===== config.mk =====
export PLATFORM = sky130hd
export DESIGN_NAME = phase_shifter_tx
export DESIGN_NICKNAME = d
export VERILOG_FILES = /design/src/rtl/phase_shifter_tx_pkg.sv /design/src/rtl/phase_shifter_tx_phsel_sync.sv /design/src/rtl/phase_shifter_tx.sv
export SDC_FILE = /design/constraint.sdc
export NUM_CORES = 1
export LEC_CHECK = 0
export ABC_AREA = 1
export BUFFER_PORTS_ARGS = -buffer_cell sky130_fd_sc_hd__buf_4
export CAP_MARGIN = 0
export CORE_MARGIN = 8
export CORE_UTILIZATION = 53
export CTS_CLUSTER_DIAMETER = 80
export DETAILED_ROUTE_END_ITERATION = 12
export GPL_ROUTABILITY_DRIVEN = 0
export PLACE_DENSITY = 0.81
export REMOVE_ABC_BUFFERS = 1
export SLEW_MARGIN = 10
export SYNTH_ARGS = -nofsm -noshare
export SYNTH_HDL_FRONTEND = slang
export SYNTH_HIERARCHICAL = 1
export SYNTH_SLANG_ARGS = --single-unit

===== constraint.sdc =====
create_clock -name CLK400 -period 2.15 [get_ports CLK400]
set_clock_uncertainty 0.05 [all_clocks]
set_input_delay 0.215 -clock CLK400 [delete_from_list [all_inputs] [get_ports CLK400]]
set_output_delay 0.215 -clock CLK400 [all_outputs]
set_load 0.05 [all_outputs]

===== src/rtl/phase_shifter_tx_pkg.sv =====
// Shared definitions for the transmit phase shifter: tick geometry and slew FSM encoding.
package phase_shifter_tx_pkg;

    localparam int TICKS_PER_BIT = 8;
    localparam int PHASE_W       = 4;
    localparam int STEP_CNT_W    = 8;

    typedef enum logic {
        IDLE = 1'b0,
        SLEW = 1'b1
    } slew_state_e;

endpackage


===== src/rtl/phase_shifter_tx_phsel_sync.sv =====
// Brings the CLK80-domain phase request into CLK400 and only offers it as a new
// target once it has been seen unchanged for STABLE_CNT consecutive samples.
module phsel_sync
    import phase_shifter_tx_pkg::*;
#(
    parameter int STABLE_CNT = 4
) (
    input  logic               CLK400,
    input  logic               reset,
    input  logic [PHASE_W-1:0] phsel_i,
    input  logic [PHASE_W-1:0] target_i,
    output logic [PHASE_W-1:0] target_o,
    output logic               target_load_o
);

    localparam int               CNT_W   = $clog2(STABLE_CNT);
    localparam logic [CNT_W-1:0] CNT_MAX = CNT_W'(STABLE_CNT - 1);

    logic [PHASE_W-1:0] meta_q;
    logic [PHASE_W-1:0] sync_q;
    logic [PHASE_W-1:0] prev_q;
    logic [CNT_W-1:0]   cnt_q;
    logic [CNT_W-1:0]   cnt_d;

    always_ff @(posedge CLK400 or posedge reset) begin
        if (reset) begin
            meta_q <= '0;
            sync_q <= '0;
            prev_q <= '0;
            cnt_q  <= '0;
        end else begin
            meta_q <= phsel_i;
            sync_q <= meta_q;
            prev_q <= sync_q;
            cnt_q  <= cnt_d;
        end
    end

    // Any bit disagreeing between samples (glitch or skewed edges) restarts the count.
    always_comb begin
        cnt_d = cnt_q;
        if (sync_q != prev_q) begin
            cnt_d = '0;
        end else if (cnt_q != CNT_MAX) begin
            cnt_d = cnt_q + 1'b1;
        end
    end

    assign target_o      = prev_q;
    assign target_load_o = (cnt_q == CNT_MAX) && (prev_q != target_i);

endmodule


===== src/rtl/phase_shifter_tx.sv =====
// Expands one bit per CLK400 into an 8-tick word and delays it by 0..15 ticks,
// slewing the applied delay one tick at a time toward the filtered request.
module phase_shifter_tx
    import phase_shifter_tx_pkg::*;
#(
    parameter int STEP_DIV   = 8,
    parameter int STABLE_CNT = 4
) (
    input  logic                     CLK400,
    input  logic                     reset,
    input  logic [PHASE_W-1:0]       phsel,
    input  logic                     phen,
    input  logic                     din,
    output logic [TICKS_PER_BIT-1:0] dout,
    output logic [PHASE_W-1:0]       phase_cur,
    output logic                     busy
);

    localparam logic [STEP_CNT_W-1:0] STEP_RELOAD = STEP_CNT_W'(STEP_DIV - 1);

    logic [2:0]               hist_q;
    logic [TICKS_PER_BIT-1:0] dout_q;
    logic [TICKS_PER_BIT-1:0] dout_d;
    logic [PHASE_W-1:0]       phase_q;
    logic [PHASE_W-1:0]       phase_d;
    logic [PHASE_W-1:0]       target_q;
    logic [PHASE_W-1:0]       target_d;
    logic [STEP_CNT_W-1:0]    step_q;
    logic [STEP_CNT_W-1:0]    step_d;
    logic                     busy_q;
    logic                     busy_d;
    slew_state_e              state_q;
    slew_state_e              state_d;

    logic [PHASE_W-1:0]       sync_target;
    logic                     target_load;

    phsel_sync #(
        .STABLE_CNT (STABLE_CNT)
    ) u_phsel_sync (
        .CLK400        (CLK400),
        .reset         (reset),
        .phsel_i       (phsel),
        .target_i      (target_q),
        .target_o      (sync_target),
        .target_load_o (target_load)
    );

    always_ff @(posedge CLK400 or posedge reset) begin
        if (reset) begin
            hist_q   <= '0;
            dout_q   <= '0;
            phase_q  <= '0;
            target_q <= '0;
            step_q   <= '0;
            busy_q   <= 1'b0;
            state_q  <= IDLE;
        end else begin
            hist_q   <= {hist_q[1:0], din};
            dout_q   <= dout_d;
            phase_q  <= phase_d;
            target_q <= target_d;
            step_q   <= step_d;
            busy_q   <= busy_d;
            state_q  <= state_d;
        end
    end

    // Tick k of the outgoing word looks back D ticks, landing in one of the last three bits.
    always_comb begin
        dout_d = '0;
        for (int k = 0; k < TICKS_PER_BIT; k++) begin
            if (k >= int'(phase_q)) begin
                dout_d[k] = hist_q[0];
            end else if (k + TICKS_PER_BIT >= int'(phase_q)) begin
                dout_d[k] = hist_q[1];
            end else begin
                dout_d[k] = hist_q[2];
            end
        end
    end

    always_comb begin
        state_d  = state_q;
        step_d   = step_q;
        phase_d  = phase_q;
        target_d = target_load ? sync_target : target_q;
        case (state_q)
            IDLE: begin
                if (phen && (target_q != phase_q)) begin
                    step_d  = STEP_RELOAD;
                    state_d = SLEW;
                end
            end
            SLEW: begin
                if (target_q == phase_q) begin
                    state_d = IDLE;
                end else if (phen) begin
                    if (step_q == '0) begin
                        phase_d = (target_q > phase_q) ? phase_q + 1'b1 : phase_q - 1'b1;
                        if (phase_d == target_q) begin
                            state_d = IDLE;
                        end else begin
                            step_d = STEP_RELOAD;
                        end
                    end else begin
                        step_d = step_q - 1'b1;
                    end
                end
            end
            default: state_d = IDLE;
        endcase
        busy_d = (target_d != phase_d);
    end

    assign dout      = dout_q;
    assign phase_cur = phase_q;
    assign busy      = busy_q;

endmodule


; ---- After elaboration in Yosys (flattened, before gate mapping)
; Cells that the tools add are included.
[word_totals]
register_bits = 43
in_bits = 8
output_inout_bits = 13
elab_cells = 84
[op_classes]
n_addsub = 4
order_cmp = 16
n_eq_ne = 12
muxes = 35
bitwise_logic = 1
n_reduce_logical = 5
[ops]
columns = op, n
row1 = $mux 8, 5
row2 = $ge 4x4->1 const A, 7
row3 = $mux 4, 6
row4 = $mux 1, 20
row5 = $ge 3x4->1 const A, 4
row6 = $ne 4x4->1, 4
row7 = $pmux 8 s2, 1
row8 = $eq 4x4->1, 2
row9 = $ge 1x4->1 const A, 2
row10 = $ge 2x4->1 const A, 2
row11 = $logic_not 8->1, 1
row12 = $ne 2x2->1 const B, 4
row13 = $sub 8x1->8 const B, 1
row14 = $add 4x1->4 const B, 1
row15 = $gt 4x4->1, 1
row16 = $mux 2, 2
row17 = $reduce_and 4->1, 1
row18 = $sub 4x1->4 const B, 1
row19 = $ne 3x3->1 const B, 1
row20 = $add 2x1->2 const B, 1
row21 = $eq 2x2->1 const B, 1
row22 = $logic_and 1x1->1, 2
row23 = $pmux 1 s2, 1
row24 = $reduce_bool 2->1, 1
row25 = $not 1->1, 1

; ---- Depth between registers and ports, before layout
[depth]
word_depth = 8
depth_mapped = 16
mapped_depth_nobuf = 16

; ---- Hierarchy
; The synthesis kept the hierarchy.
[modules_own_cells]
columns = mod, n_inst, cells_per_inst, area_each_um2, seq_area_each_um2
row1 = phase_shifter_tx, 1, 246, 1896.8, 725.7
row2 = phsel_sync, 1, 63, 558.0, 350.3

; ---- Worst setup path after synthesis
; OpenSTA, ideal clock, no wires.
[synth_timing]
path_type = register to register
from = register phase_q[1], in the netlist phase_cur[1]
to = register step_q[5]
setup_ns = 0.117
t_arrival_ns = 2.237
t_required_ns = 1.983
setup_slack_ns = -0.254
stages_incl_launch_ff = 15
path_buffers = 0
period_less_slack_ns = 2.404
cell_sequence = dfrtp_1 inv_1 ha_1 nand2_1 nand2_1 nand2_2 nand2_4 nand2_4 nand2_2 a21oi_1 nor2_2 nand2_4 nand2_8 nand2_2 nand2_1
[synth_via]
elab_chain_cells = 5
elab_cells_between_ends = 12
cone_classes = 2 x add/sub / 1 x order compare / 6 x eq/ne / 1 x mux / 2 x reduce/logical
[synth_lines]
columns = item, line_no
row1 = start: declaration, phase_shifter_tx.sv:24  ; logic [PHASE_W-1:0] phase_q;
row2 = start signal: assignment, phase_shifter_tx.sv:61  ; phase_q <= phase_d;
row3 = $sub 4x1->4 (tied with other cells), phase_shifter_tx.sv:100  ; phase_d = (target_q > phase_q) ? phase_q + 1'b1 : phase_q - 1'b1;
row4 = $mux 4, phase_shifter_tx.sv:100
row5 = $eq 4x4->1, phase_shifter_tx.sv:101  ; if (phase_d == target_q) begin
row6 = $ne 3x3->1 (no line), --
row7 = $reduce_and 4->1 (no line) (*), --
row8 = end signal: assignment, phase_shifter_tx.sv:63  ; step_q <= step_d;
row9 = end: declaration, phase_shifter_tx.sv:28  ; logic [STEP_CNT_W-1:0] step_q;
; Mark *: on every way between the ends. The rest lies on a longest branch, timed or not.
; A chain may end at the register's enable or synchronous reset.

; ---- Final worst setup path
[layout_timing]
from = register phase_q[3], in the netlist phase_cur[3]
to = register state_q
[layout_via]
elab_chain_cells = 8
elab_cells_between_ends = 14
cone_classes = 2 x add/sub / 1 x order compare / 3 x eq/ne / 7 x mux / 1 x reduce/logical
[layout_lines]
columns = item, line_no
row1 = $sub 4x1->4 (tied with other cells), phase_shifter_tx.sv:100
row2 = $mux 4, phase_shifter_tx.sv:100
row3 = $eq 4x4->1, phase_shifter_tx.sv:101
row4 = $mux 1, phase_shifter_tx.sv:101
row5 = $mux 1, phase_shifter_tx.sv:99  ; if (step_q == '0) begin
row6 = $mux 1, phase_shifter_tx.sv:98  ; end else if (phen) begin
row7 = $mux 1, phase_shifter_tx.sv:96  ; if (target_q == phase_q) begin
row8 = $pmux 1 s2 (*), phase_shifter_tx.sv:88  ; case (state_q)
row9 = named net state_d, phase_shifter_tx.sv:33  ; slew_state_e state_d;
row10 = end signal: assignment, phase_shifter_tx.sv:65  ; state_q <= state_d;
row11 = end: declaration, phase_shifter_tx.sv:32  ; slew_state_e state_q;
; The timed path passes the listed nets; every way through them passes the cells marked *.

==> results.py <==
metrics = {
    "status": {
        "status": "completed",
    },
    "place": {
        "placement.io_buffers": 20,
        "dpl_cell_area_sq_um": 2734,
        "dp_hpwl_microns": 3659,
    },
    "clocking": {
        "clk_pin_slew_worst_paths_ns": 0.08,
        "numCtsBuffers": 5,
        "cts_buffer_depth": 2,
        "clkLatencyLatePin_ns": 0.30,
        "cts_tree": "built",
        "cts_sinks": 43,
        "h-tree-depth": 2,
        "root_buffer": "clkbuf_8",
    },
    "layout": {
        "final_layout_size_suffix_gt1_share_pct": 23.58,
        "area_delta_synth_final_pct": 19.06,
        "layout_commonest_cell": "nand2_1",
        "fin_nets": 369,
        "layout_common_cells": "nand2_1 (80), inv_1 (45), dfrtp_1 (42)",
        "final_area_sq_um": 2923,
        "antenna_cells": 0,
    },
    "pwr": {
        "pwr_density_cell_nw_per_um2": 1346,
        "vdd_drop_max_mv": 0.5797,
        "p_leak_uw": 0.001540,
    },
    "sta": {
        "drv_slew": 0,
        "hold_violations": 0,
        "holdWs_ns": 0.1458,
        "slew_headroom_pct": 63.82,
        "period_share_pct": 94.84,
        "worstMarginPinSlew_ns": 0.5421,
        "rsz0062_at_grt": "yes",
        "fmax_ghz": 0.4904,
        "fin_crit_ns": 2.039,
        "setup_viol": 0,
    },
    "setup_path": {
        "worst_path_largest_cell_delay_ns": 0.36,
        "path_cells": "inv_1 -> ha_1 -> a21oi_2 -> nand2_4 -> nand2_4 -> nand2_1 -> nand3_1 -> nand2_1 -> nor2_4 -> nand2_4 -> nand2_8 -> nand2_1",
        "path_class": "reg -> reg",
        "crit_buf_inv": 1,
        "worstPathArrival_ns": 2.17,
        "r2r_start": "phase_cur[3]",
        "slowest_stage": "dfrtp_1",
        "end_kind": "flip-flop",
        "r2r_setup_slack_ns": 0.11,
        "worstPathMaxFanout": 9,
        "r2r-end": "state_q",
        "cp.required_ns": 2.29,
        "worst_r2r_path_depth": 12,
        "crit_path_start": "phase_cur[3]",
        "path_delay_family": "simple AND/OR/NAND/NOR gates",
        "start_kind": "flip-flop",
    },
    "synthesis": {
        "synth_top_area_share_pct": 43.83,
        "synth-xor-area-share_pct": 2.141,
        "synth_area_sq_um": 2455,
        "synth.largest_area_cell": "dfrtp_1",
        "synthAdderAreaFrac_pct": 5.097,
        "ys_seq_area_share_pct": 43.83,
        "synth_top_family_by_area": "simple AND/OR/NAND/NOR gates",
        "ys_ff_latch": 43,
        "synthMuxAreaShare_pct": 0.8665,
        "synth_cell_types": 36,
        "synth_compound_area_share_pct": 7.034,
        "synth.top_cells.by_area": "dfrtp_1 (44%), nand2_1 (12%), inv_1 (7.0%)",
        "synth_warnings": 6,
        "synth_cells": 309,
        "yosys.area_share.simple_pct": 32.11,
        "synth.avg_cell_area_sq_um": 7.945,
    },
    "routing": {
        "viasPerCell": 5.077,
        "dr.pass1.iters": 4,
        "drt_iter0_markers": 117,
        "wl_per_cell_microns": 12.67,
        "vias": 2051,
        "drc": 0,
        "ant_nets": 0,
        "wirelength_microns": 5117,
    },
    "grt": {
        "grt_pass1_vias": 1984,
        "grt_start_max_net_pins": 30,
        "overflow": 0,
        "grt_first_pass_wirelength_microns": 8687,
        "antenna_found_initial": 0,
        "gr-usage-all-layers_pct": 14.78,
    },
    "worst_hold_path": {
        "hold_path_end": "state_q",
        "hp-start": "phen",
        "hp-class": "in -> reg",
        "hold_path_depth": 3,
    },
    "die": {
        "die_h_microns": 84.06,
        "io_pins": 21,
        "start_util_pct": 55.61,
        "core_area_sq_um": 4414,
        "die_area_sq_um": 7065,
        "rows": 24,
        "die_x_microns": 84.06,
    },
    "job": {
        "cap_viol_max_count": 0,
    },
}
==> routing by layer <==
layer  vias up  part of all wire, %  global-route usage (%)
li1       1053                    -                       -
met1       937                   44                   16.95
met2        51                   48                   25.00
met3        10                  5.7                   4.492
met4         0                  1.6                   5.495
met5         -                    0                       0
==> registers in the layout (all words and copies together) (netlist names), 2 cells and up <==
name,count
u_phsel_sync/sync_q,4
dout,8
step_q,8
phase_cur,4
u_phsel_sync/target_o,4
target_q,4
hist_q,3
u_phsel_sync/meta_q,4
u_phsel_sync/cnt_q,2
==> worst max-delay path by stage <==
stage                     slack [ns]   endpoint  cells after the start
final                           0.11    state_q                     12
after global routing          -0.004  step_q[5]                     14
after CTS                       0.05  step_q[5]                     12
after detailed placement        0.07  step_q[5]                     12
after global placement          0.12  step_q[0]                     12
after floorplan                -0.30  step_q[5]                     12
==> stage by stage <==
| stage | instances | total power, uW | TNS (ns) | setup WS (ns) | utilization [%] |
|---|---|---|---|---|---|
| 2_1_floorplan | 307 | 2729 | -3.032 | -0.2976 | - |
| 3_3_place_gp | 390 | 3246 | 0 | 0.1242 | 61.93 |
| 3_5_place_dp | 390 | 3307 | 0 | 0.06954 | 61.93 |
| 4_1_cts | 404 | 3907 | 0 | 0.04515 | 65.65 |
| 5_1_grt | 404 | 4231 | -0.004316 | -0.004316 | 66.21 |
| 6_report | 404 | 3935 | 0 | 0.1109 | 66.21 |
==> worst reg2reg max path: cells and delay by family, from the launching register on <==
kind | cells | cell delay [ns]
fa+ha+maj | 1 | 0.32
flops | 1 | 0.36
simple gates | 9 | 0.90
buf+inv | 1 | 0.06
compound gates | 1 | 0.23
==> repair_timing <==
| action | CTS | global route |
|---|---|---|
| hold endpoints to repair | 48 | 0 |
| hold buffers | 6 | 0 |
| setup endpoints to repair | 0 | 10 |
| gates resized for setup | 0 | 7 |
| setup buffers | 0 | 0 |
==> cell type report <==
type | count | area, sq um
fill | 362 | 1491
tap | 52 | 65.06
clock buffer | 7 | 96.34
sequential | 43 | 1077
clock inverter | 1 | 7.507
multi-input combinational | 211 | 1184
inverter | 53 | 200.2
timing repair buffer | 37 | 292.8
==> kinds of logic after synthesis <==
family                     after synthesis
AOI/OAI and AO/OA                       30
muxes                                    2
xor gates and xnor gates                 6
adders and majority gates               10
and+or+nand+nor                        163
DFF                                     43
buffers and inverters                   55
==> power by group <==
group / internal, uW / total, uW / switching (uW)
sequential: 1010 / 1170 / 159
combinational: 758 / 2190 / 1430
clock: 292 / 574 / 282
==> synth_stat cells <==
cell / n
a21oi_1: 6
buf_4: 1
buf_6: 1
clkinv_2: 1
dfrtp_1: 43
ha_1: 10
inv_1: 46
inv_2: 6
mux2_2: 1
mux2i_1: 1
nand2_1: 81
nand2_2: 13
nand2_4: 3
nand2_8: 1
nand3_1: 28
nand3_2: 1
nand3_4: 1
nand3b_1: 1
nand4_1: 1
nor2_1: 20
nor2_2: 4
nor2_4: 2
nor3_1: 3
nor3_2: 1
nor3b_1: 1
o211ai_1: 2
o21ai_0: 16
o21ai_1: 1
o21ai_2: 1
o221ai_1: 1
o311ai_0: 1
o31ai_1: 1
o32ai_1: 1
or2_2: 2
xnor2_1: 2
xor2_1: 4
(Power assumes the default switching activity.)
